$ cat src/rtl/heq_phase_sequencer.sv
// Phase controller for the histogram equalizer: sequences HIST -> gap -> CDF -> gap -> MAP -> FIN and arbitrates scratchpad m2.
// Latency: stage starts and m2_owner are registered from next-state, so a phase's start is high in its first cycle.
// Backpressure: none; go is sampled only in IDLE (dropped otherwise). Optional feature macro: HEQ_PINGPONG_EN.
module heq_phase_sequencer #(
  parameter int unsigned        GAP_CYCLES     = 4,
  parameter int unsigned        CNT_W          = 24,
  parameter logic [CNT_W-1:0]   TIMEOUT_CYCLES = 24'd2000000
) (
  input  logic        clock,
  input  logic        rst_n,
  input  logic        go,
  input  logic        frame_base,
  input  logic        hist_done,
  input  logic        cdf_done,
  input  logic        cdf_valid,
  input  logic [19:0] cdf_min_in,
  input  logic        map_done,
  output logic        hist_start,
  output logic        cdf_start,
  output logic        map_start,
  output logic [1:0]  m2_owner,
  output logic        input_base_offset,
  output logic [19:0] cdf_min,
  output logic        busy,
  output logic        frame_done,
  output logic        err_timeout
);

  typedef enum logic [2:0] {
    ST_IDLE,
    ST_HIST,
    ST_GAP1,
    ST_CDF,
    ST_GAP2,
    ST_MAP,
    ST_FIN
  } state_t;

  // Last counter value of a phase before the watchdog fires / the gap ends.
  localparam logic [CNT_W-1:0] TO_LAST  = TIMEOUT_CYCLES - 1'b1;
  localparam logic [CNT_W-1:0] GAP_LAST = CNT_W'(GAP_CYCLES - 1);

  state_t           state;
  state_t           state_nxt;
  logic [CNT_W-1:0] cnt;
  logic             timeout_hit;
  logic             go_accept;

`ifdef HEQ_PINGPONG_EN
  // Set once the first frame has been accepted; afterwards frame_base is ignored.
  logic             pp_armed;
`endif

  assign go_accept = (state == ST_IDLE) && go;

  // Next-state decode: done levels only matter inside their own phase; done beats watchdog.
  always_comb begin
    state_nxt   = state;
    timeout_hit = 1'b0;
    case (state)
      ST_IDLE: begin
        if (go) state_nxt = ST_HIST;
      end
      ST_HIST: begin
        if (hist_done) begin
          state_nxt = ST_GAP1;
        end else if (cnt == TO_LAST) begin
          state_nxt   = ST_IDLE;
          timeout_hit = 1'b1;
        end
      end
      ST_GAP1: begin
        if (cnt == GAP_LAST) state_nxt = ST_CDF;
      end
      ST_CDF: begin
        if (cdf_done) begin
          state_nxt = ST_GAP2;
        end else if (cnt == TO_LAST) begin
          state_nxt   = ST_IDLE;
          timeout_hit = 1'b1;
        end
      end
      ST_GAP2: begin
        if (cnt == GAP_LAST) state_nxt = ST_MAP;
      end
      ST_MAP: begin
        if (map_done) begin
          state_nxt = ST_FIN;
        end else if (cnt == TO_LAST) begin
          state_nxt   = ST_IDLE;
          timeout_hit = 1'b1;
        end
      end
      ST_FIN: begin
        state_nxt = ST_IDLE;
      end
      default: begin
        state_nxt = ST_IDLE;
      end
    endcase
  end

  // State, phase counter and all registered outputs; reset drops every start asynchronously.
  always_ff @(posedge clock or negedge rst_n) begin
    if (!rst_n) begin
      state             <= ST_IDLE;
      cnt               <= '0;
      hist_start        <= 1'b0;
      cdf_start         <= 1'b0;
      map_start         <= 1'b0;
      m2_owner          <= 2'd0;
      input_base_offset <= 1'b0;
      cdf_min           <= 20'd0;
      busy              <= 1'b0;
      frame_done        <= 1'b0;
      err_timeout       <= 1'b0;
`ifdef HEQ_PINGPONG_EN
      pp_armed          <= 1'b0;
`endif
    end else begin
      state <= state_nxt;

      // Counter restarts on every state entry and saturates rather than wrapping.
      if (state_nxt != state) begin
        cnt <= '0;
      end else if ((state != ST_IDLE) && (cnt != '1)) begin
        cnt <= cnt + 1'b1;
      end

      // Outputs reflect the state being entered, so they move on the same edge as the state.
      hist_start <= (state_nxt == ST_HIST);
      cdf_start  <= (state_nxt == ST_CDF);
      map_start  <= (state_nxt == ST_MAP);
      busy       <= (state_nxt != ST_IDLE);
      frame_done <= (state_nxt == ST_FIN);
      case (state_nxt)
        ST_HIST: m2_owner <= 2'd1;
        ST_CDF:  m2_owner <= 2'd2;
        ST_MAP:  m2_owner <= 2'd3;
        default: m2_owner <= 2'd0;
      endcase

      // A new frame clears the previous frame's error and CDF minimum.
      if (go_accept) begin
        err_timeout <= 1'b0;
        cdf_min     <= 20'd0;
      end else if (timeout_hit) begin
        err_timeout <= 1'b1;
      end

      // Last cdf_valid of the CDF phase wins.
      if ((state == ST_CDF) && cdf_valid) begin
        cdf_min <= cdf_min_in;
      end

`ifdef HEQ_PINGPONG_EN
      // First frame takes frame_base; each completed frame flips the bank. Aborts do not flip.
      if (go_accept) begin
        if (!pp_armed) input_base_offset <= frame_base;
        pp_armed <= 1'b1;
      end
      if (state_nxt == ST_FIN) begin
        input_base_offset <= ~input_base_offset;
      end
`else
      if (go_accept) begin
        input_base_offset <= frame_base;
      end
`endif
    end
  end

endmodule

$ cat config.mk
export PLATFORM = sky130hd
export DESIGN_NAME = heq_phase_sequencer
export DESIGN_NICKNAME = d
export VERILOG_FILES = /design/src/rtl/heq_phase_sequencer.sv
export SDC_FILE = /design/constraint.sdc
export NUM_CORES = 1
export LEC_CHECK = 0
export ABC_AREA = 1
export BUFFER_PORTS_ARGS = -buffer_cell sky130_fd_sc_hd__buf_2
export CAP_MARGIN = 20
export CORE_ASPECT_RATIO = 1.2
export CORE_MARGIN = 3
export CORE_UTILIZATION = 25
export CTS_CLUSTER_SIZE = 16
export DETAILED_ROUTE_END_ITERATION = 16
export GPL_ROUTABILITY_DRIVEN = 0
export PLACE_DENSITY = 0.47
export SLEW_MARGIN = 20
export SYNTH_ARGS = -nofsm -noshare
export SYNTH_HDL_FRONTEND = slang
export SYNTH_SLANG_ARGS = --single-unit
$ cat constraint.sdc
create_clock -name clock -period 4.1 [get_ports clock]
set_clock_uncertainty 0.2 [all_clocks]
set_input_delay 0.205 -clock clock [delete_from_list [all_inputs] [get_ports clock]]
set_output_delay 0.205 -clock clock [all_outputs]
set_load 0.1 [all_outputs]
# --- After elaboration in Yosys (flattened, before gate mapping) ---
# Cells that the tools add are included.
# Widths: inputs -> output; s select.
word_totals:
  regBits: 56
  inputBits: 28
op_classes:
  addsub: 1
  n_mux: 20
  n_eq_ne: 13
  n_reduce_logical: 9
ops:
  columns: ["cell", "count"]
  rows:
  - ["$mux 24", 2]
  - ["$mux 20", 2]
  - ["$add 24x1->24 const B", 1]
  - ["$eq 24x2->1 const B", 1]
  - ["$eq 24x21->1 const B", 1]
  - ["$ne 24x24->1 const B", 1]
  - ["$mux 3", 7]
  - ["$pmux 3 s6", 1]
  - ["$eq 3x3->1 const B", 4]
  - ["$eq 3x2->1 const B", 3]
  - ["$eq 3x1->1 const B", 2]
  - ["$mux 1", 6]
  - ["$pmux 2 s3", 1]
  - ["$reduce_bool 2->1", 3]
  - ["$reduce_bool 3->1", 2]
  - ["$logic_and 1x1->1", 3]
  - ["$logic_not 3->1", 1]
  - ["$ne 3x3->1", 1]
  - ["$pmux 1 s3", 1]

# --- Logic depth before layout (Yosys ltp) ---
# Gate-level depths: netlist of the first run.
logic_depth:
  word_depth: 6
  ltp_mapped: 12

# --- Worst setup path after synthesis of the first run ---
# No wires, ideal clock.
synth_path:
  kind: "flip-flop to flip-flop"
  from: "register cnt[0]"
  to: "register cnt[15]"
  setup_time_ns: 0.124
  path_slack_ns: 2.240
  path_stages_with_launch: 11
  path_buffers: 0
  synth_period_minus_slack_ns: 1.860
  arrival_ns: 1.537
  t_required_ns: 3.776
  path_cell_list: "dfrtp_1 > ha_1 > nand2_1 > nor2_1 > nand2_1 > nor2_2 > nand2_4 > nand2_8 > nor3_1 > xor2_1 > nor2_4"
synth_via:
  elab_chain_cells: 6
synth_lines:
  columns: ["element", "line_no", "source"]
  rows:
  - ["start, declared", "45", "logic [CNT_W-1:0] cnt;"]
  - ["start signal, assigned", "127", "cnt <= cnt + 1'b1;"]
  - ["$eq 24x21->1", "67, 78, 89", null]
  - ["$mux 3", "67, 78, 89", null]
  - ["$mux 3 (on tied branches)", "87, 65, 76", null]
  - ["$pmux 3 s6", "60", "case (state)"]
  - ["$ne 3x3->1", "124", "if (state_nxt != state) begin"]
  - ["$mux 24 or $reduce_bool 2->1 (tied branches)", null, null]
# Parallel ways exist; a longest one is shown, timed or not. The select of a mux whose other input is x is not followed.
# A chain may end at the register's enable or synchronous reset.

# --- Worst setup path after layout of the first run ---
layout_path:
  from: "register state[2]"
  to: "register cnt[8]"
layout_via:
  elab_chain_cells: 5
layout_lines:
  columns: ["element", "line_no", "source"]
  rows:
  - ["start, declared", "43", "state_t state;"]
  - ["start signal, assigned", "121", "state <= state_nxt;"]
  - ["$mux 3", "67, 78, 89", null]
  - ["$mux 3 (on tied branches)", "87, 65, 76", null]
  - ["$pmux 3 s6", "60", null]
  - ["$ne 3x3->1", "124", null]
  - ["$mux 24 or $reduce_bool 2->1 (tied branches)", null, null]
# Parallel ways exist; a longest one is shown, timed or not.

==> key figures, run 1 <==
Floorplanning
  • Top Ports: between 50 and 60
  • Chip height: approximately 130 µm
  • Initial Utilization: 25.8%
  • Row count: 44
  • Die X-Extent: ~110 µm
  • Die Area: 14100 µm²
  • Core area: between 10000 and 15000 µm²

Route
  • Detail-routed via count per cell: roughly 4.4
  • Detailed-route wire length: around 8000 µm
  • First-iteration detailed-routing DRC count: about 120
  • Via Count: roughly 2700
  • First-pass DRT Iterations: 5
  • Final ANT Viol Nets: 0
  • Mean routed wirelength per cell: roughly 13 µm
  • Drt drc: 0

Logic synthesis
  • Top-area cell type share of the netlist area: between 40% and 50%
  • Synth top area cells: dfrtp_1 (44%), nand3_1 (9.3%), nand2_1 (9.2%)
  • Largest area contributor in the netlist: dfrtp_1
  • Top FF cell, synth: dfrtp_1
  • Yosys warning total: 0
  • Synth cell types: 32
  • Seq/Total Area, Yosys: roughly 44%
  • Gate Count Post-Synth: 377
  • Yosys reg bits: 56
  • Post-synth EDFFs: 0
  • Avg Cell Area, Syn: about 8.4 µm²
  • Syn_nets: between 400 and 500
  • Post-Syn Area: 3170 µm²
  • Async set-or-reset flop fraction in the synthesized netlist: 100%

Layout
  • Commonest non-fill, non-tap cells in the layout: nand2_1 (78), nand3_1 (59), dfrtp_1 (56), buf_2 (56), inv_1 (36)
  • Share of cells above drive strength 1: about 27%
  • Cell area after layout: approximately 4000 µm²
  • Filler cells: approximately 1300
  • Antenna diode count: 0
  • Most common cell after layout, fill and taps aside: nand2_1
  • Layout area overhead: 26.5%
  • Nets: a little under 500
  • Final core utilization: 32.7%

Power
  • Cell Pwr Density: around 750 nW/µm²
  • Worst vdd ir: about 0.00052 V
  • Total power: 0.00300 W
  • Static Leak: about 1.9 nW

Run status
  • Status: finished, final reports clean

CTS
  • Clk sinks: 56
  • Post-CTS setup buffers: 0
  • CTS tree: built
  • H-tree Lvls: 2
  • Reg clk slew, reported paths: 0.07 ns
  • Post-CTS resize count: 0
  • Clock root cell: clkbuf_16
  • Worst-Skew Late Latency: around 0.29 ns
  • Clk buf depth: 2
  • Clock buffer count from CTS: 5

Timing
  • Setup TNS: 0 ns
  • Minimum clock period: roughly 2.5 ns
  • Pins over their slew limit: 0
  • Max Freq: ~400 MHz
  • Final setup vio count: 0
  • Slew headroom: around 56%
  • Final Hold Vio Count: 0
  • Final critical-path share of the clock period: between 60% and 70%
  • RSZ-0062 raised after global routing: false
  • Slew @ Worst Pin: around 0.66 ns
  • Worst Hold Slack: between 0.03 and 0.04 ns

Setup path
  • CP max FO: 24
  • R2r setup slk: ~1.6 ns
  • Crit-path max cell delay: roughly 0.52 ns
  • Crit path launch type: flop
  • Critical Path AT: between 2 and 2.5 ns
  • Setup crit end kind: flop
  • Cell mode on critical path: inv_2
  • Worst path required time: about 4.1 ns
  • Slowest stage cell, crit path: nand2_4
  • WS Path Type: reg -> reg
  • CP cell instances: inv_2 > nand2_2 > nor2_4 > inv_2 > o21ai_1 > o211ai_2 > nand2_4 > nor2_1

GRT
  • Largest net degree at the start of global routing: 40
  • Gr usage total: about an eighth
  • Gr ovfl total: 0
  • Met3 Resource Use GR: between 2 and 3%
  • Initial antenna violation count: 0
  • Most Crowded Layer GR: met2
  • Met2 Use GR: a little over a fifth
  • GR Util met1: between 10 and 15%
  • First-pass GRT wire length: between 10000 and 15000 µm
  • Vias in the first global route: approximately 2800

Min path
  • Worst Hold Class: in -> reg

Placement
  • Placed Area: 3600 µm²
  • PortBufs: 56
  • Post-DP HPWL: just under 6000 µm

Flow run
  • Max cap viols: 0
==> logic make-up (layout without fill, tap and decap cells) <==
logic type | Yosys count | count (layout) | synth area share, %
adder cells (fa/ha/maj) | 1 | 1 | 0.394
buffers and inverters | 53 | 131 | 7.42
XOR/XNOR | 15 | 15 | 4.14
AND/OR/NAND/NOR | 240 | 240 | 41.0
AO/OA/AOI/OAI | 11 | 11 | 2.49
multiplexers | 1 | 1 | 0.355
flip-flops | 56 | 56 | 44.2
==> synth_stat cells, types with 3 or more instances <==
master / instances
inv_2: 5
nand3_2: 3
nor2_1: 32
nor3_1: 10
xor2_1: 10
nor2_2: 8
nand4_1: 13
inv_1: 36
nand2_2: 8
clkbuf_1: 8
dfrtp_1: 56
xnor2_1: 5
nand2_1: 78
nor2_4: 24
nand3_1: 59
==> repair_timing <==
item	in CTS	in global routing
setup endpoints to repair	0	0
hold buffers	23	0
endpoints found under the hold margin	39	0
==> registers in the layout, indices dropped and copies added (netlist names) <==
name,flops
cnt,24
cdf_min,20
state,3
m2_owner,2
busy,1
cdf_start,1
err_timeout,1
frame_done,1
hist_start,1
input_base_offset,1
map_start,1
==> critical path, delay by kind of cell (launching register included) <==
| kind | cells | cell delay (ns) |
|---|---|---|
| buf+inv | 2 | 0.23 |
| flops | 1 | 0.44 |
| simple gates | 4 | 1.12 |
| compound gates | 2 | 0.33 |
==> through the flow <==
stage,setup slack [ns],cells
after floorplan,2.24,377
after global placement,1.69,586
after detailed placement,1.62,586
after CTS,1.61,616
after global routing,1.39,616
final,1.62,616
==> power by group <==
part	total (W)	switching, W	leakage (nW)	internal, W
logic	0.00168	0.00142	1.06	0.000261
registers	0.000775	0.0000848	0.762	0.000690
clock network	0.000551	0.000204	0.0899	0.000347
==> worst paths after layout <==
kind	cells after the start	start	endpoint
max	8	state[2]$_DFF_PN0_	cnt[8]$_DFFE_PN0P_
max reg2reg	8	state[2]$_DFF_PN0_	cnt[8]$_DFFE_PN0P_
min in group asynchronous	2	rst_n	cnt[22]$_DFFE_PN0P_
max in group asynchronous	3	rst_n	cdf_min[12]$_DFFE_PN0P_
min	3	hist_done	state[1]$_DFF_PN0_
min reg2reg	1	err_timeout$_DFFE_PN0P_	err_timeout$_DFFE_PN0P_
==> cell type report <==
class | count | area [µm²] | share of cell area, %
multi-input cells | 268 | 1540 | 38.2
well taps | 161 | 201 | 5.02
clock inverters | 2 | 60.1 | 1.50
inverters | 43 | 165 | 4.11
flip-flops and latches | 56 | 1400 | 34.9
clock buffers | 5 | 125 | 3.12
repair buffers | 81 | 526 | 13.1
==> layer usage <==
| metal | vias up | part of all wire [%] |
|---|---|---|
| met2 | 65 | 50 |
| met1 | 1262 | 44 |
| li1 | 1363 | - |
| met5 | - | 0 |
| met4 | 0 | 1.6 |
| met3 | 11 | 4.3 |
(Power assumes the default switching activity.)
==> run 2: changes to the inputs <==
PLACE_DENSITY = 0.49   (was 0.47)
clock period = 2.1 ns   (was 4.1 ns; I/O delays follow)
==> key figures, run 2 (same netlist as run 1, synthesis figures left out) <==
Run status
  • Status: complete, but fails checks
  • Failing checks: negative hold slack

Layout
  • Largest Register: cnt
  • Multi-input gate area: around 1600 µm²
  • Filler cells: roughly 1200
  • Most common cell after layout, fill and taps aside: nand2_1
  • Antenna diode count: 0
  • Share of cells above drive strength 1: 33.5%
  • Largest regs: cnt x24, cdf_min x20, state x3
  • Sequential Area: about 1400 µm²
  • Layout area overhead: 35.5%
  • Commonest non-fill, non-tap cells in the layout: nand2_1 (78), nand3_1 (57), buf_2 (56)
  • Largest register FFs: 24
  • Nets: approximately 500

GRT
  • Met2 Use GR: between 20 and 25%
  • First-pass GRT wire length: approximately 14000 µm
  • Largest net degree at the start of global routing: 34
  • Most Crowded Layer GR: met2
  • Met3 Resource Use GR: under 10%
  • Gr usage total: between 10 and 15%
  • Gr ovfl total: 0
  • GR Util met1: ~16%
  • Vias in the first global route: ~2900
  • Initial antenna violation count: 0

CTS
  • Worst-Skew Late Latency: around 0.30 ns
  • Clock buffer count from CTS: 5
  • Clk buf depth: 2
  • Clk sinks: 56
  • Reg clk slew, reported paths: around 0.07 ns
  • CTS tree: built
  • H-tree Lvls: 2
  • Clock root cell: clkbuf_16

Timing
  • Slew @ Worst Pin: roughly 0.57 ns
  • Final setup vio count: 0
  • Final Hold Vio Count: 1
  • Final critical-path share of the clock period: just over 90%
  • Setup TNS: 0 ns
  • Minimum clock period: slightly below 2 ns
  • Slew headroom: approximately 62%
  • Worst Hold Slack: -0.00211 ns
  • Pins over their slew limit: 0
  • Max Freq: 509 MHz

Route
  • First-iteration detailed-routing DRC count: between 80 and 90
  • Via Count: 2777
  • Mean routed wirelength per cell: roughly 13 µm
  • Detailed-route wire length: roughly 8200 µm
  • Final ANT Viol Nets: 0
  • First-pass DRT Iterations: 4
  • Drt drc: 0
  • Detail-routed via count per cell: roughly 4.4

Flow run
  • Max cap viols: 0

Floorplanning
  • Core area: about 12000 µm²
  • Die X-Extent: about 110 µm
  • Initial Utilization: between 20% and 30%
  • Chip height: approximately 130 µm
  • Die Area: 14100 µm²
  • Row count: 44
  • Top Ports: 57

Setup path
  • Worst path required time: ~2.1 ns
  • Critical Path AT: 1.95 ns
  • Crit path launch type: flop
  • WS Path Type: reg -> reg
  • CP max FO: 8
  • Setup crit end kind: flop

Power
  • Total power: between 0.006 and 0.007 W
  • NetSw: about 0.0034 W
  • Clock power share: 17.5%
  • Internal power: between 0.002 and 0.003 W
  • Cell Pwr Density: between 1000 and 1500 nW/µm²
  • Gate power share: ~57%
  • Seq pwr share: roughly 25%
  • Sw frac: 55.3%
  • Static Leak: approximately 2.0 nW
  • Worst vdd ir: 0.000913 V

Min path
  • Worst Hold Class: in -> reg

Placement
  • PortBufs: 56
  • Post-DP HPWL: between 6000 and 7000 µm
==> run 2: worst max-delay path: stages (launching register included) <==
cell	delay, ns
dfrtp_1	0.42
nand2_1	0.10
nor2_1	0.15
nand2_1	0.15
nor2_2	0.18
nand2_4	0.11
nand2_8	0.12
buf_4	0.13
xor2_1	0.23
nor2_4	0.06
==> run 2: timing repair <==
action	CTS	global route
buffers inserted	0	4
gates resized for setup	0	25
setup endpoints to repair	0	24
hold buffers	25	0
hold endpoints to repair	50	0
==> run 2: metrics by stage <==
stage | utilization (%) | setup slack (ns) | cells | cell area [µm²]
floorplan | - | 0.240 | 377 | 3170
global placement | 30.3 | 0.0943 | 597 | 3720
detailed placement | 30.3 | 0.0572 | 597 | 3720
CTS | 33.8 | 0.0326 | 629 | 4150
global route | 35.0 | -0.00806 | 633 | 4300
finish | 35.0 | 0.137 | 633 | 4300
==> run 2: power by group through the flow <==
stage	logic, W	registers (W)	clock network [W]
floorplan	0.00116	0.00322	0
global placement	0.00344	0.00153	0
detailed placement	0.00345	0.00153	0
CTS	0.00348	0.00152	0.00111
global route	0.00369	0.00156	0.00114
finish	0.00350	0.00152	0.00107
==> run 2: path summary, 6_finish.rpt <==
path / slack, ns / depth (start not counted) / endpoint / start
max in group asynchronous: 0.92 / 3 / cnt[12]$_DFFE_PN0P_ / rst_n
setup / recovery: 0.14 / 9 / cnt[0]$_DFFE_PN0P_ / cnt[14]$_DFFE_PN0P_
min in group asynchronous: 0.18 / 2 / cdf_min[3]$_DFFE_PN0P_ / rst_n
hold / removal: -0.002 / 4 / cdf_min[19]$_DFFE_PN0P_ / cdf_valid
setup reg to reg: 0.14 / 9 / cnt[0]$_DFFE_PN0P_ / cnt[14]$_DFFE_PN0P_
hold reg to reg: 0.30 / 2 / cdf_min[8]$_DFFE_PN0P_ / cdf_min[8]$_DFFE_PN0P_
==> run 2: metal layers <==
| layer | routed length (µm) | part of all wire (%) |
|---|---|---|
| met2 | 4140 | 51 |
| met1 | 3590 | 44 |
| met5 | 0 | 0 |
| met4 | 92 | 1.1 |
| met3 | 325 | 4.0 |
==> run 2: cell type report <==
class	instances	share of cell area [%]
Timing Repair Buffer	98	16.2
Sequential cell	56	32.6
Inverter	43	3.84
Tap cell	161	4.69
Clock buffer	5	2.91
Multi-Input combinational cell	268	38.4
Clock inverter	2	1.40
==> run 3: changes to the inputs <==
BUFFER_PORTS_ARGS = default   (was -buffer_cell sky130_fd_sc_hd__buf_2)
CORE_UTILIZATION = 45   (was 25)
DONT_BUFFER_PORTS = 1   (was default)
PLACE_DENSITY = 0.67   (was 0.49)
SKIP_CTS_REPAIR_TIMING = 1   (was default)
==> key figures, run 3 (same netlist as run 1, synthesis figures left out) <==
Power
  • Total power: ~0.0061 W
  • Cell Pwr Density: around 1500 nW/µm²
  • Gate power share: a little over three fifths
  • Static Leak: 1.90 nW
  • Sw frac: between 50% and 60%
  • Clock power share: approximately an eighth
  • Internal power: roughly 0.0028 W
  • NetSw: 0.00338 W
  • Seq pwr share: between 20% and 30%
  • Worst vdd ir: around 0.0012 V

Layout
  • Layout area overhead: 28.0%
  • Commonest non-fill, non-tap cells in the layout: nand2_1 (78), nand3_1 (58), dfrtp_1 (52)
  • Largest regs: cnt x24, cdf_min x20, state x3
  • Nets: approximately 470
  • Antenna diode count: 0
  • Most common cell after layout, fill and taps aside: nand2_1
  • Share of cells above drive strength 1: between 20% and 30%
  • Cell area after layout: 4060 µm²
  • Largest Register: cnt
  • Multi-input gate area: approximately 1600 µm²
  • Sequential Area: around 1400 µm²
  • Largest register FFs: 24
  • Filler cells: approximately 560

Timing
  • Minimum clock period: about 2.0 ns
  • Post-route setup slack: ~0.11 ns
  • Slew headroom: about 48%
  • Pins over their slew limit: 0
  • Slew @ Worst Pin: around 0.77 ns
  • Final critical-path share of the clock period: about 95%
  • Worst Hold Slack: -0.0112 ns
  • Final Hold Vio Count: 1
  • Final setup vio count: 0
  • RSZ-0062 raised after global routing: true
  • Max Freq: ~500 MHz

Placement
  • DP Worst Slack: between 0.08 and 0.09 ns
  • Placed Area: 3520 µm²
  • PortBufs: 0
  • Post-DP HPWL: ~5200 µm

Run status
  • Status: complete, but fails checks
  • Failing checks: negative hold slack

CTS
  • Clk sinks: 56
  • H-tree Lvls: 2
  • Clk buf depth: 2
  • Reg clk slew, reported paths: approximately 0.10 ns
  • Clock buffer count from CTS: 5
  • Worst-Skew Late Latency: approximately 0.3 ns
  • Clock root cell: clkbuf_8
  • CTS tree: built

Floorplanning
  • Chip height: 98.0 µm
  • Row count: 32
  • Initial Utilization: between 40% and 50%
  • Die Area: 8100 µm²
  • Core area: around 6600 µm²
  • Die X-Extent: about 83 µm
  • Top Ports: 57

Setup path
  • R2r setup slk: 0.11 ns
  • Worst path required time: approximately 2.1 ns
  • Worst flop-to-flop path endpoint: cnt[9]$_DFFE_PN0P_
  • Setup crit end kind: flop
  • Crit path launch type: flop
  • R2r startpoint: cnt[0]$_DFFE_PN0P_
  • Worst r2r path cells: 9
  • CP max FO: 6
  • WS Path Type: reg -> reg
  • Critical Path AT: slightly below 2 ns

Route
  • Detailed-route wire length: roughly 8000 µm
  • First-pass DRT Iterations: 5
  • Mean routed wirelength per cell: ~15 µm
  • Via Count: roughly 2800
  • Drt drc: 0
  • First-iteration detailed-routing DRC count: 135
  • Detail-routed via count per cell: between 5 and 6
  • Final ANT Viol Nets: 0

GRT
  • Initial antenna violation count: 0
  • Gr ovfl total: 0
  • Largest net degree at the start of global routing: 57
  • Gr usage total: 18.8%
  • Vias in the first global route: approximately 2700
  • First-pass GRT wire length: about 12000 µm

Min path
  • Hold depth: 4
  • Hold Startpoint: go
  • Hold worst-path end: state[0]$_DFF_PN0_
  • Worst Hold Class: in -> reg

Flow run
  • Max cap viols: 0
run 3: cell type report:
| class | instances | area share [%] |
|---|---|---|
| multi-input combinational | 268 | 39.2 |
| sequential | 56 | 34.6 |
| timing repair buffer | 69 | 16.3 |
| inverter | 43 | 4.07 |
| tap | 85 | 2.62 |
| clock buffer | 5 | 1.69 |
| clock inverter | 2 | 1.48 |
run 3: worst max-delay path: stages (launching register included):
cell and delay (ns):
dfrtp_1 0.40, ha_2 0.22, nand3_1 0.09, nor2_2 0.13, nand3_2 0.12, o21ai_2 0.20, o211ai_2 0.15, nand2_4 0.16
clkbuf_16 0.20, nor2_4 0.03
run 3: how the worst max path moves through the flow:
stage,startpoint,endpoint,cells past startpoint
final,cnt[0]$_DFFE_PN0P_,cnt[9]$_DFFE_PN0P_,9
after global routing,cnt[5]$_DFFE_PN0P_,cnt[9]$_DFFE_PN0P_,11
after CTS,cnt[0]$_DFFE_PN0P_,cnt[12]$_DFFE_PN0P_,12
after detailed placement,cnt[0]$_DFFE_PN0P_,cnt[12]$_DFFE_PN0P_,12
after global placement,cnt[0]$_DFFE_PN0P_,cnt[17]$_DFFE_PN0P_,11
after floorplan,cnt[0]$_DFFE_PN0P_,cnt[15]$_DFFE_PN0P_,10
run 3: power by group through the flow:
| stage | Sequential [W] | Clock, W | Combinational, W |
|---|---|---|---|
| after floorplan | 0.00322 | 0 | 0.00116 |
| after global placement | 0.00148 | 0 | 0.00351 |
| after detailed placement | 0.00149 | 0 | 0.00354 |
| after CTS | 0.00147 | 0.000831 | 0.00355 |
| after global routing | 0.00150 | 0.000884 | 0.00401 |
| final | 0.00148 | 0.000814 | 0.00384 |
run 3: stage by stage:
step	TNS, ns	cells	utilization, %
finish	0	528	61.1
CTS	0	497	54.9
detailed placement	0	490	52.9
global route	-0.0996	528	61.1
floorplan	0	377	-
global placement	0	490	52.9
run 3: metal layers:
layer  up-vias  GRT usage (%)  wire [µm]
li1       1337              -          -
met3        14           5.17        461
met1      1342           23.2       3110
met5         -              0          0
met2        99           31.2       4060
met4         0           6.42        147
